File: config.mk
export PLATFORM = sky130hd
export DESIGN_NAME = decode_exec_stage
export DESIGN_NICKNAME = d
export VERILOG_FILES = /design/src/rtl/decode_exec_stage.sv
export SDC_FILE = /design/constraint.sdc
export NUM_CORES = 1
export LEC_CHECK = 0
export ABC_AREA = 1
export BUFFER_PORTS_ARGS = -buffer_cell sky130_fd_sc_hd__buf_2
export CORE_MARGIN = 2
export CORE_UTILIZATION = 25
export DETAILED_ROUTE_END_ITERATION = 6
export SETUP_SLACK_MARGIN = 0.5
export SYNTH_ARGS = -nofsm -noshare
export SYNTH_HDL_FRONTEND = slang
export SYNTH_SLANG_ARGS = --single-unit
File: constraint.sdc
create_clock -name clk -period 1.25 [get_ports clk]
set_input_delay 0.125 -clock clk [delete_from_list [all_inputs] [get_ports clk]]
set_output_delay 0.125 -clock clk [all_outputs]
set_load 0.01 [all_outputs]
File: src/rtl/decode_exec_stage.sv
// Decode stage: maps RV32 opcode/funct3/funct7 to an exec op and operand selects, buffered in a DEPTH-entry FIFO.
// Latency: one cycle from an accepted input to out_valid; the head is registered state with no input bypass.
// Backpressure: in_ready drops when the buffer is full, even if a pop happens that cycle. Optional M decode is enabled by RV32M_DECODE_EN.
module decode_exec_stage #(
    parameter int DEPTH = 2
) (
    input  logic       clk,
    input  logic       reset,
    input  logic       flush,
    input  logic       in_valid,
    output logic       in_ready,
    input  logic [6:0] opcode,
    input  logic [2:0] funct3,
    input  logic [6:0] funct7,
    output logic       out_valid,
    input  logic       out_ready,
    output logic [3:0] exec_op,
    output logic       operand1_sel,
    output logic       operand2_sel,
    output logic       is_muldiv
);

    localparam int PW = (DEPTH > 1) ? $clog2(DEPTH) : 1;
    localparam int CW = $clog2(DEPTH + 1);
    localparam logic [PW-1:0] PTR_LAST = PW'(DEPTH - 1);
    localparam logic [CW-1:0] CNT_MAX  = CW'(DEPTH);

`ifdef RV32M_DECODE_EN
    localparam bit MULDIV_EN = 1'b1;
`else
    localparam bit MULDIV_EN = 1'b0;
`endif

    localparam logic [6:0] OPC_OP     = 7'b0110011;
    localparam logic [6:0] OPC_OP_IMM = 7'b0010011;
    localparam logic [6:0] OPC_BRANCH = 7'b1100011;
    localparam logic [6:0] OPC_JAL    = 7'b1101111;
    localparam logic [6:0] OPC_AUIPC  = 7'b0010111;

    typedef struct packed {
        logic       is_muldiv;
        logic       op1_sel;
        logic       op2_sel;
        logic [3:0] exec_op;
    } entry_t;

    entry_t          dec;
    entry_t          head;
    entry_t          mem [DEPTH];
    logic [PW-1:0]   wr_ptr;
    logic [PW-1:0]   rd_ptr;
    logic [CW-1:0]   count;
    logic            push;
    logic            pop;

    assign in_ready  = (count < CNT_MAX) & ~reset;
    assign out_valid = (count != '0);
    assign push      = in_valid & in_ready;
    assign pop       = out_valid & out_ready;

    // Instruction field decode; default is ADD with register/immediate operands.
    always_comb begin
        dec         = '0;
        dec.op2_sel = 1'b1;
        case (opcode)
            OPC_OP: begin
                dec.op2_sel = 1'b0;
                dec.exec_op = {funct7[5], funct3};
                if (MULDIV_EN && (funct7 == 7'b0000001)) begin
                    dec.is_muldiv = 1'b1;
                    dec.exec_op   = {1'b0, funct3};
                end
            end
            OPC_OP_IMM: begin
                // Only the shift-right encoding carries the arithmetic bit in funct7[5].
                dec.exec_op = {(funct3 == 3'b101) & funct7[5], funct3};
            end
            OPC_BRANCH, OPC_JAL, OPC_AUIPC: begin
                dec.op1_sel = 1'b1;
            end
            default: begin
            end
        endcase
    end

    // Pointer and occupancy bookkeeping; reset dominates flush, flush dominates push/pop.
    always_ff @(posedge clk) begin
        if (reset || flush) begin
            wr_ptr <= '0;
            rd_ptr <= '0;
            count  <= '0;
        end else begin
            if (push) begin
                wr_ptr <= (wr_ptr == PTR_LAST) ? '0 : wr_ptr + PW'(1);
            end
            if (pop) begin
                rd_ptr <= (rd_ptr == PTR_LAST) ? '0 : rd_ptr + PW'(1);
            end
            case ({push, pop})
                2'b10:   count <= count + CW'(1);
                2'b01:   count <= count - CW'(1);
                default: count <= count;
            endcase
        end
    end

    // Entry storage; a push in a flush cycle is dropped.
    always_ff @(posedge clk) begin
        if (reset) begin
            for (int i = 0; i < DEPTH; i++) begin
                mem[i] <= '0;
            end
        end else if (push && !flush) begin
            mem[wr_ptr] <= dec;
        end
    end

    // Head fields are forced to zero whenever the buffer is empty.
    always_comb begin
        head = '0;
        if (out_valid) begin
            head = mem[rd_ptr];
        end
    end

    assign exec_op      = head.exec_op;
    assign operand1_sel = head.op1_sel;
    assign operand2_sel = head.op2_sel;
    assign is_muldiv    = head.is_muldiv;

endmodule
==> results.sh <==
export IMPL_core_sq_um=3630
export IMPL_viasPerCell=4.20
export IMPL_clk_latency_ns=0.25
export IMPL_synth_xor_area_share_pct=0
export IMPL_grt_max_degree=10
export IMPL_grt_pass1_vias=782
export IMPL_syn_inst=113
export IMPL_diodes=0
export IMPL_rrSetupSlack_ns=0.01
export IMPL_mostFrequentLayoutCells="nand2_1 (27), buf_2 (22), inv_1 (14)"
export IMPL_totalWireLength_mm=1.99
export IMPL_drive_gt1_share_pct=50.3
export IMPL_dp_cells=184
export IMPL_drt_iter0_drc=5
export IMPL_synth_area_per_cell_sq_um=8.30
export IMPL_die_height_um=65.3
export IMPL_clock_skew_ns=0.00429
export IMPL_rsz0062_at_grt="true"
export IMPL_yosysUniqueCellTypes=21
export IMPL_die_w_um=65.3
export IMPL_cp_cell_sequence="nor2_4 -> nand2_4 -> ha_4 -> or2_4 -> a21boi_2"
export IMPL_critPathRequiredTime_ns=1.43
export IMPL_dp_final_hpwl_mm=1.48
export IMPL_fin_cells=197
export IMPL_worstSetupPathType="register to register"
export IMPL_dieArea_sq_um=4260
export IMPL_fin_ws_ns=0.0139
export IMPL_crit_arrival_ns=1.42
export IMPL_gp_congestion=0.729
export IMPL_drtAntennaViolNets=0
export IMPL_ys_ff_latch=17
export IMPL_syn2layout_area_growth_pct=51.1
export IMPL_hold_ws_ns=0.199
export IMPL_p_leak_nw=0.589
export IMPL_cts_root_buf="clkbuf_8"
export IMPL_p_int_mw=0.932
export IMPL_status="finished, final reports clean"
export IMPL_p_seq_share_pct=51.4
export IMPL_cp_end_kind="register"
export IMPL_tns_ns=0
export IMPL_slew_violations=0
export IMPL_pre_cts_ws_ns=-0.00986
export IMPL_antenna_found_initial=0
export IMPL_power_share_combinational_pct=15.2
export IMPL_slowest_delay_ns=0.37
export IMPL_final_util_pct=39.0
export IMPL_swShare_pct=24.5
export IMPL_fmax_mhz=809
export IMPL_yosysTopAreaCell="edfxtp_1"
export IMPL_peakVddDrop_mv=0.285
export IMPL_io_pin_count=31
export IMPL_maxCapViolCount=0
export IMPL_yosys_top_cells_area="edfxtp_1 (38%), nand2_1 (12%), dfxtp_1 (11%)"
export IMPL_num_vias=827
export IMPL_slowest_stage="dfxtp_4"
export IMPL_grt_pass1_wl_mm=3.25
export IMPL_min_period_ns=1.24
export IMPL_fin_area_sq_um=1420
export IMPL_finalSetupViolCount=0
export IMPL_fin_crit_sh_pct=98.9
export IMPL_path_max_fanout=4
export IMPL_path_clk_slew_ns=0.06
export IMPL_start_util_pct=25.8
export IMPL_grtUsageTotal_pct=10.2
export IMPL_cp_start_kind="register"
export IMPL_h_tree_depth=1
export IMPL_p_per_area_nw_per_um2=871
export IMPL_placed_cell_area_sq_um=1150
export IMPL_cts_sinks=17
export IMPL_ys_seq_area_share_pct=49.1
export IMPL_synth_mux_area_share_pct=0
export IMPL_synth_warnings=0
export IMPL_finalPower_mw=1.24
export IMPL_routedWlPerCell_um=10.1
export IMPL_pwr_share_clk_pct=33.4
export IMPL_p_sw_mw=0.303
export IMPL_drt_first_pass_iters=4
export IMPL_numCtsBuffers=3
export IMPL_synthSimpleGateAreaFrac_pct=32.3
export IMPL_synth_cell_area_sq_um=938
export IMPL_synthesis_nets=136
export IMPL_synthAdderAreaFrac_pct=1.33
export IMPL_num_rows=22
export IMPL_synth_top_family_by_area="simple AND/OR/NAND/NOR gates"
export IMPL_io_buffers=23
export IMPL_cts_tree="built"
export IMPL_synth_largest_type_area_fraction_pct=38.4
export IMPL_remaining_drc_errors=0
export IMPL_ctsLongestPathBuffers=2
export IMPL_min_path_type="input pin to register"
export IMPL_hold_violations=0
export IMPL_synth_compound_area_share_pct=9.47
export IMPL_final_nets=173
export IMPL_mostFrequentLayoutCell="nand2_1"
export IMPL_grt_overflow_total=0
-- final timing paths --
path                            endpoint  cells after the start      from
worst max-delay path            count[0]                      5  count[1]
worst min-delay path            count[1]                      4     flush
worst max register to register  count[0]                      5  count[1]
worst min register to register  register                      1    rd_ptr
-- area by class of cell --
cell class                      count  area [sq um]
Multi-Input combinational cell     79           551
Sequential cell                    17           469
Tap cell                           48          60.1
Timing Repair Buffer               33           230
Fill cell                         377          2220
Clock buffer                        4          45.0
Inverter                           16          62.6
-- critical path, delay by kind of cell (launching register included) --
family	cells	cell delay [ns]
DFF	1	0.37
AOI/OAI and AO/OA	1	0.12
and+or+nand+nor	3	0.45
adders and majority gates	1	0.24
-- kinds of logic after synthesis --
group                    Yosys count
other                              1
adder cells (fa/ha/maj)            1
AND/OR/NAND/NOR                   62
buffers and inverters             17
flip-flops                        17
AO/OA/AOI/OAI                     15
-- sequential cells by signal, summed over array words and instances, names as in the netlist, named ones only --
| signal | count |
|---|---|
| wr_ptr | 1 |
| mem | 12 |
| rd_ptr | 1 |
| count | 2 |
-- power by group through the flow --
stage          Sequential, mW  Combinational [mW]  Clock, mW
2_1_floorplan           0.642              0.0943          0
4_1_cts                 0.633               0.164      0.418
3_3_place_gp            0.644               0.140          0
6_report                0.635               0.187      0.413
5_1_grt                 0.637               0.207      0.439
3_5_place_dp            0.645               0.146          0
-- synth_stat cells --
cell type	instances
a21boi_0	1
a21oi_1	10
a21oi_2	2
buf_4	1
conb_1	1
dfxtp_1	5
edfxtp_1	12
ha_1	1
inv_1	15
inv_4	1
nand2_1	29
nand2_4	1
nand3_1	3
nand3_4	2
nand3b_1	1
nand4_1	1
nor2_1	21
nor2_4	3
o21ai_0	1
o21ai_2	1
or2_2	1
-- metal layers --
metal,track usage [%],up-vias,wire (um)
li1,-,431,-
met1,10.5,368,844
met2,17.5,22,975
met3,2.57,6,105
met4,7.81,0,66
met5,0,-,0
-- repair_timing --
item                                    in CTS  in global routing
hold buffers                                 0                  0
buffers inserted                             7                  2
endpoints found under the setup margin      37                 37
gates resized for setup                     20                 23
pin swaps                                    5                  4
Power figures use the tool's default switching activity.
